**src/rtl/fsa_root_node.sv**
```systemverilog
// Root arbiter of the Fair-Switch-Arbiter tree: same-cycle round-robin ack to one leaf,
// plus the ARB -> UPD -> SETTLE sequence that issues the lock-clear update pulse.
module fsa_root_node #(
    parameter int                  NUM_LEAF = 4,
    parameter logic [NUM_LEAF-1:0] INIT_PTR = 1,
    parameter int                  CNT_W    = 8,
    localparam int                 IDX_W    = (NUM_LEAF > 1) ? $clog2(NUM_LEAF) : 1
) (
    input  logic                clk,
    input  logic                rst,
    input  logic [NUM_LEAF-1:0] leaf_req,
    input  logic [NUM_LEAF-1:0] leaf_pend,
    input  logic                res_ready,
    output logic [NUM_LEAF-1:0] ack,
    output logic                update,
    output logic                grant_valid,
    output logic [IDX_W-1:0]    grant_leaf,
    output logic [CNT_W-1:0]    round_cnt,
    output logic                busy
);

    typedef enum logic [1:0] {ARB, UPD, SETTLE} state_e;

    state_e              state_q, state_d;
    logic [NUM_LEAF-1:0] ptr_q, ptr_d;
    logic [CNT_W-1:0]    round_cnt_q, round_cnt_d;
    logic                update_q, update_d;

    logic [NUM_LEAF-1:0] ptr_eff;
    logic                found;
    logic [IDX_W-1:0]    win_idx;
    logic                grant_en;

    // A corrupted (non one-hot) pointer falls back to the reset priority order.
    always_comb begin
        ptr_eff = ptr_q;
        if (ptr_q == '0 || (ptr_q & (ptr_q - NUM_LEAF'(1))) != '0)
            ptr_eff = INIT_PTR;
    end

    // Search k-1, k-2, ... wrapping back to k; the nested loops keep every index constant.
    always_comb begin
        found   = 1'b0;
        win_idx = '0;
        for (int k = 0; k < NUM_LEAF; k++) begin
            if (ptr_eff[k]) begin
                for (int i = 1; i <= NUM_LEAF; i++) begin
                    if (!found && leaf_req[(k + NUM_LEAF - i) % NUM_LEAF]) begin
                        found   = 1'b1;
                        win_idx = IDX_W'((k + NUM_LEAF - i) % NUM_LEAF);
                    end
                end
            end
        end
    end

    assign grant_en = !rst && (state_q == ARB) && res_ready && found;

    // State register
    always_ff @(posedge clk) begin
        if (rst) begin
            state_q     <= ARB;
            ptr_q       <= INIT_PTR;
            round_cnt_q <= '0;
            update_q    <= 1'b0;
        end else begin
            state_q     <= state_d;
            ptr_q       <= ptr_d;
            round_cnt_q <= round_cnt_d;
            update_q    <= update_d;
        end
    end

    // Next-state logic
    always_comb begin
        state_d     = state_q;
        ptr_d       = ptr_q;
        round_cnt_d = round_cnt_q;
        case (state_q)
            ARB: begin
                if (grant_en) begin
                    ptr_d = '0;
                    ptr_d[win_idx] = 1'b1;
                end else if (!(|leaf_req) && (|leaf_pend)) begin
                    state_d = UPD;
                end
            end
            UPD: begin
                round_cnt_d = round_cnt_q + CNT_W'(1);
                state_d     = SETTLE;
            end
            SETTLE:  state_d = ARB;
            default: state_d = ARB;
        endcase
        update_d = (state_d == UPD);
    end

    // Output logic
    always_comb begin
        ack         = '0;
        grant_valid = grant_en;
        grant_leaf  = '0;
        if (grant_en) begin
            ack[win_idx] = 1'b1;
            grant_leaf   = win_idx;
        end
    end

    assign update    = update_q;
    assign round_cnt = round_cnt_q;
    assign busy      = (state_q != ARB) || (|leaf_pend);

endmodule
```
**config.mk**
```make
export PLATFORM = sky130hd
export DESIGN_NAME = fsa_root_node
export DESIGN_NICKNAME = d
export VERILOG_FILES = /design/src/rtl/fsa_root_node.sv
export SDC_FILE = /design/constraint.sdc
export NUM_CORES = 1
export LEC_CHECK = 0
export CAP_MARGIN = 20
export CORE_AREA = 2 2 45 47
export DETAILED_ROUTE_END_ITERATION = 10
export DIE_AREA = 0 0 47 49
export PLACE_DENSITY = 0.89
export SYNTH_ARGS = -nofsm -noshare
export SYNTH_HDL_FRONTEND = slang
export SYNTH_SLANG_ARGS = --single-unit
export TNS_END_PERCENT = 50
```
**constraint.sdc**
```tcl
create_clock -name clk -period 3.8 [get_ports clk]
set_clock_uncertainty 0.05 [all_clocks]
set_input_delay 0.38 -clock clk [delete_from_list [all_inputs] [get_ports clk]]
set_output_delay 0.38 -clock clk [all_outputs]
set_load 0.005 [all_outputs]
```
==> results.ini, run 1 <==
[sta]
final.setup.worst_slack_ns = 0.847
grt_setup_unrepaired = no
report.final.setup_viol = 0
final_hold_vio_count = 0
maxClockFrequency_mhz = 339
finalMaxSlewViolations = 0
worst_slew_pin_slew_ns = 0.649
fin_crit_ns = 2.95
summed_negative_setup_slack_over_all_endpoints_ns = 0
relSlewSlack = 0.566
final.period_utilization = 0.777
hold_slack_ns = 0.484

[logic_synthesis]
syn-instance-count = 87
yosys.area_share.simple = 0.329
syn-num-nets = 99
seq_area_frac_synth = 0.379
synth_xor_area_frac = 0.0774
synth_fa_ha_area_frac = 0.0158
dominant_combinational_cell_family_by_area_after_synthesis = simple AND/OR/NAND/NOR gates
mean_syn_cell_area_um2 = 9.10
synth_compound_area_frac = 0.150
netlist_area_um2 = 792
synthDistinctLibCells = 33
synth-warning-count = 0
ys_ff_latch = 15
synth.area.mux_share = 0.0253

[power_and_ir_drop]
internal_power_uw = 234
power.density_mw_per_mm2 = 289
worst_ir_drop_vdd_v = 0.000198
switching_share = 0.273
p_comb_frac = 0.191
power.clock.fraction = 0.286
pwr-share-seq = 0.522
leakagePower_nw = 0.427
total_switching_power_uw = 88.0

[worst_setup_path]
worstPathRequired_ns = 3.37
worstPathArrival_ns = 2.52
cp-start-kind = input port
worstSetupPathType = input port to output port
end_kind = output port
worst-path-max-fanout = 14

[global_route]
grt_overflow = 0
grt_pass1_vias = 783
number_of_antenna_violations_at_the_first_check_in_global_routing = 0
grt_usage = 0.187
pin_count_of_the_biggest_net_entering_global_routing = 15
grt_pass1_wl_mm = 3.19

[drt]
drcViolationCount = 0
detail_route.iter0.violations = 13
number_of_nets_with_antenna_violations_after_routing = 0
drt_first_pass_iters = 4
routed_wirelength_mm = 1.88
via_count = 761
post_drt_via_cell_ratio = 5.32
wl_per_cell_um = 13.1

[floorplanning]
row_count = 16
fp.dieH_um = 49
floorplan.die.width_um = 47
effective_utilization_at_floorplan = 0.430
die-area_mm2 = 0.00230
core_area_mm2 = 0.00184
ioPinCount = 28

[clock_network]
worstSkewPairLatency_ns = 0.29
cts-htree-levels = 1
tritoncts.num_buffers = 3
cts_tree = done
postCtsHoldBufs = 0
worst_setup_hold_path_clk_slew_ns = 0.09
max-clock-path-buffers = 2
post_cts_buffers = 0
clock-sinks = 15
root_driver = clkbuf_4
cts.repair.resized = 0

[place]
number_of_buffer_cells_added_on_primary_ports = 27
dpl.cell_count = 139
hpwl_mm = 1.51
place_congestion = 0.681
place_worst_setup_slack_ns = 0.875
placed_area_mm2 = 0.00109

[outcome]
outcome = finished clean

[final_layout]
fin_nets = 129
post_route_cells_drive_above_1_share = 0.112
antenna-diode-count = 0
layout.cells.non_filler = 143
syn2layout_area_growth_pct = 40.9
design_area_mm2 = 0.00112

[min_path]
worstHoldPathType = flip-flop to flip-flop

[run]
maxCapViolCount = 0

cell type report:
class | instances | area, um^2
clock inverter | 1 | 5.00
multi-input combinational | 67 | 473
tap | 27 | 33.8
timing repair buffer | 27 | 270
sequential | 15 | 300
clock buffer | 3 | 22.5
inverter | 3 | 11.3
fill | 184 | 726
critical path, cell delays in order:
cell	delay [ns]
clkdlybuf4s50_1	0.64
nor3_2	0.40
nand3_2	0.24
nor3_1	0.30
clkdlybuf4s50_1	0.56
power groups by stage:
stage | logic, mW | registers (mW) | clock network [mW]
after floorplan | 0.0344 | 0.170 | 0
after global placement | 0.0591 | 0.171 | 0
after detailed placement | 0.0618 | 0.172 | 0
after CTS | 0.0620 | 0.168 | 0.0941
after global routing | 0.0673 | 0.169 | 0.102
final | 0.0616 | 0.168 | 0.0923
cell usage after synthesis (all sizes together):
cell type / count / area share
dfxtp: 15 / 0.38
nor2: 13 / 0.062
xor2: 6 / 0.066
nand2: 4 / 0.019
nand4: 4 / 0.032
nor3b: 4 / 0.038
o21ai: 4 / 0.025
inv: 3 / 0.014
nor2b: 3 / 0.024
nor3: 3 / 0.025
a31oi: 2 / 0.032
a41o: 2 / 0.025
and3: 2 / 0.016
and3b: 2 / 0.024
clkbuf: 2 / 0.0095
mux2i: 2 / 0.025
o22ai: 2 / 0.024
o31ai: 2 / 0.025
or3b: 2 / 0.022
a21oi: 1 / 0.0063
and2b: 1 / 0.0095
ha: 1 / 0.016
nand3: 1 / 0.013
nand3b: 1 / 0.0095
nand4bb: 1 / 0.014
nor4: 1 / 0.0079
o22a: 1 / 0.013
or4: 1 / 0.014
xnor2: 1 / 0.011
routing by layer:
| layer | track usage | part of all wire |
|---|---|---|
| met5 | 0 | 0 |
| met4 | 0.0694 | 0.017 |
| met3 | 0.0222 | 0.036 |
| met2 | 0.338 | 0.55 |
| met1 | 0.210 | 0.40 |
state kept, by name, summed over array words and instances, names as in the netlist:
name       count
ptr_q          4
state_q        2
update         1
round_cnt      8
metrics by stage:
| stage | total power [mW] | utilization |
|---|---|---|
| after floorplan | 0.204 | - |
| after global placement | 0.230 | 0.591 |
| after detailed placement | 0.234 | 0.591 |
| after CTS | 0.324 | 0.606 |
| after global routing | 0.338 | 0.606 |
| final | 0.322 | 0.606 |
layout by cell type (no fill, tap or decap), types with 2 or more instances in the layout:
| cell type | count |
|---|---|
| nor2b_1 | 3 |
| a31oi_2 | 2 |
| o21ai_0 | 4 |
| nor3b_1 | 4 |
| inv_1 | 3 |
| clkdlybuf4s50_1 | 27 |
| and3_1 | 2 |
| xor2_1 | 6 |
| nand2_1 | 4 |
| mux2i_1 | 2 |
| nor3_1 | 2 |
| nor2_1 | 13 |
| nand4_1 | 4 |
| clkbuf_4 | 3 |
| or3b_1 | 2 |
| dfxtp_1 | 15 |
| a41o_1 | 2 |
final timing paths:
check | startpoint | endpoint | slack (ns) | cells after the start
setup reg to reg | ptr_q[2]$_SDFFE_PP0P_ | ptr_q[3]$_SDFFE_PP0P_ | 2.21 | 4
setup / recovery | rst | ack[0] | 0.85 | 5
hold / removal | round_cnt[7]$_SDFFE_PP0P_ | round_cnt[7]$_SDFFE_PP0P_ | 0.48 | 2
hold reg to reg | round_cnt[7]$_SDFFE_PP0P_ | round_cnt[7]$_SDFFE_PP0P_ | 0.48 | 2
cell families (layout without fill, tap and decap cells):
| logic type | count (synthesis) | after routing |
|---|---|---|
| compound gates | 14 | 14 |
| xor+xnor | 7 | 7 |
| fa+ha+maj | 1 | 1 |
| buf+inv | 5 | 34 |
| flops | 15 | 15 |
| mux | 2 | 2 |
| simple gates | 43 | 43 |
(Power assumes the default switching activity.)
==> run 2: changes to the inputs <==
Settings changed: CORE_AREA 2 2 45 47 to 2 2 49 51, DIE_AREA 0 0 47 49 to 0 0 51 53, PLACE_DENSITY 0.89 to 0.81.
Clock period 3.8 ns to 2.4 ns, I/O delays scaled along.
==> run 2 against run 1 <==
Compared with the run above: register-to-register slack worse by 1.4 ns; utilization is 6.1 points lower; first-iteration DRC count is 46% lower; cell count is 3.5% higher; sequential cell count stayed put; critical path depth is 1 higher; sequential power is 58% higher; non-clock buffer count is 4 higher; setup slack worse by 0.75 ns; routed wire length is 0.11% higher.
==> results.ini, run 2 (synthesis gave the netlist of run 1 again) <==
[worst_setup_path]
worst-path-max-fanout = 5
worstPathRequired_ns = 2.11
worstSetupPathType = input port to output port
cp-start-kind = input port
end_of_the_worst_register_to_register_path = ptr_q[3]$_SDFFE_PP0P_
rr_startpoint = ptr_q[3]$_SDFFE_PP0P_
worstPathArrival_ns = 2.01
end_kind = output port
setup.reg_to_reg.worst_slack_ns = 0.79
rr_worst_depth = 5

[outcome]
outcome = finished clean

[global_route]
globalRoute.busiestLayer = met2
grt_pass1_vias = 723
pin_count_of_the_biggest_net_entering_global_routing = 14
grt_usage = 0.156
grt_overflow = 0
gr-usage-met2 = 0.281
number_of_antenna_violations_at_the_first_check_in_global_routing = 0
grt_pass1_wl_mm = 3.24
global_route.usage.met3 = 0.0367
grt.met1_usage = 0.183

[clock_network]
tritoncts.num_buffers = 3
max-clock-path-buffers = 2
worstSkewPairLatency_ns = 0.28
cts_tree = done
clock-sinks = 15
cts-htree-levels = 1
root_driver = clkbuf_4
worst_setup_hold_path_clk_slew_ns = 0.08

[final_layout]
fin_nets = 133
layout.cells.non_filler = 148
post_route_cells_drive_above_1_share = 0.175
finalCoreUtilization = 0.545
antenna-diode-count = 0
layout.cells.most_common = clkdlybuf4s50_1
fillerInstances = 190
largest_register_ffs = 8
final_cell_mix = clkdlybuf4s50_1, nor2_1, dfxtp_1
syn2layout_area_growth_pct = 47.7
design_area_mm2 = 0.00117

[sta]
relSlewSlack = 0.565
finalMaxSlewViolations = 0
final.period_utilization = 0.959
maxClockFrequency_mhz = 435
fin_crit_ns = 2.30
summed_negative_setup_slack_over_all_endpoints_ns = 0
grt_setup_unrepaired = yes
report.final.setup_viol = 0
final_hold_vio_count = 0
worst_slew_pin_slew_ns = 0.651

[power_and_ir_drop]
power.density_mw_per_mm2 = 441
internal_power_uw = 378
power.clock.fraction = 0.272
pwr-share-seq = 0.517
leakagePower_nw = 0.473
worst_ir_drop_vdd_v = 0.000242
switching_share = 0.266
p_comb_frac = 0.211
total_switching_power_uw = 137

[floorplanning]
fp.dieH_um = 53
core_area_mm2 = 0.00215
ioPinCount = 28
die-area_mm2 = 0.00270
floorplan.die.width_um = 51
effective_utilization_at_floorplan = 0.369
row_count = 17

[min_path]
worstHoldPathType = flip-flop to flip-flop
min_from = round_cnt[7]$_SDFFE_PP0P_
hold_depth = 2
holdPathEnd = round_cnt[7]$_SDFFE_PP0P_

[place]
number_of_buffer_cells_added_on_primary_ports = 27
placed_area_mm2 = 0.00112
place_congestion = 0.809
hpwl_mm = 1.39
dpl.cell_count = 144

[drt]
post_drt_via_cell_ratio = 5.16
routed_wirelength_mm = 1.88
drt_first_pass_iters = 4
via_count = 763
number_of_nets_with_antenna_violations_after_routing = 0
wl_per_cell_um = 12.7
detail_route.iter0.violations = 7
drcViolationCount = 0

[run]
maxCapViolCount = 0

[run 2: stage by stage]
step,setup WS (ns),hold WS (ns),power [mW]
2_1_floorplan,0.814,0.262,0.323
3_3_place_gp,0.0444,0.454,0.374
3_5_place_dp,-0.0335,0.454,0.378
4_1_cts,0.0247,0.478,0.520
5_1_grt,-0.00395,0.528,0.547
6_report,0.0991,0.469,0.516
[run 2: per-layer routing]
metal / wire (um) / part of all wire
met2: 975 / 0.52
met3: 69 / 0.037
met1: 832 / 0.44
met4: 0 / 0
met5: 0 / 0
[run 2: worst max path at each step]
stage                           from      to  slack [ns]  cells after the start
2_1_floorplan  ptr_q[2]$_SDFFE_PP0P_  ack[2]        0.81                      4
3_3_place_gp             leaf_req[0]  ack[2]        0.04                      6
3_5_place_dp             leaf_req[0]  ack[2]       -0.03                      6
4_1_cts        ptr_q[2]$_SDFFE_PP0P_  ack[0]        0.02                      5
5_1_grt                  leaf_req[2]  ack[3]      -0.004                      5
6_report                 leaf_req[0]  ack[1]         0.1                      6
[run 2: cell type report]
class	instances	area, um^2	share of cell area
Clock inverter	1	5.00	0.00428
Multi-Input combinational cell	67	485	0.415
Tap cell	28	35.0	0.0299
Inverter	3	11.3	0.00963
Sequential cell	15	309	0.264
Timing Repair Buffer	31	302	0.258
Clock buffer	3	22.5	0.0193
[run 2: worst max-delay path: stages]
cell and delay (ns):
clkdlybuf4s50_1 0.46, and2b_1 0.22, o21ai_1 0.09, o22a_2 0.30, nor3_1 0.17, clkdlybuf4s50_1 0.53
[run 2: power groups by stage]
stage	Sequential [mW]	Combinational [mW]	Clock [mW]
after floorplan	0.269	0.0545	0
after global placement	0.271	0.103	0
after detailed placement	0.272	0.106	0
after CTS	0.266	0.106	0.147
after global routing	0.268	0.119	0.160
final	0.266	0.109	0.140
[run 2: timing repair]
item                       in CTS  in global routing
pin swaps                       0                  2
hold buffers                    0                  0
setup endpoints to repair       3                  4
gates resized for setup         5                  6
buffers inserted                0                  0
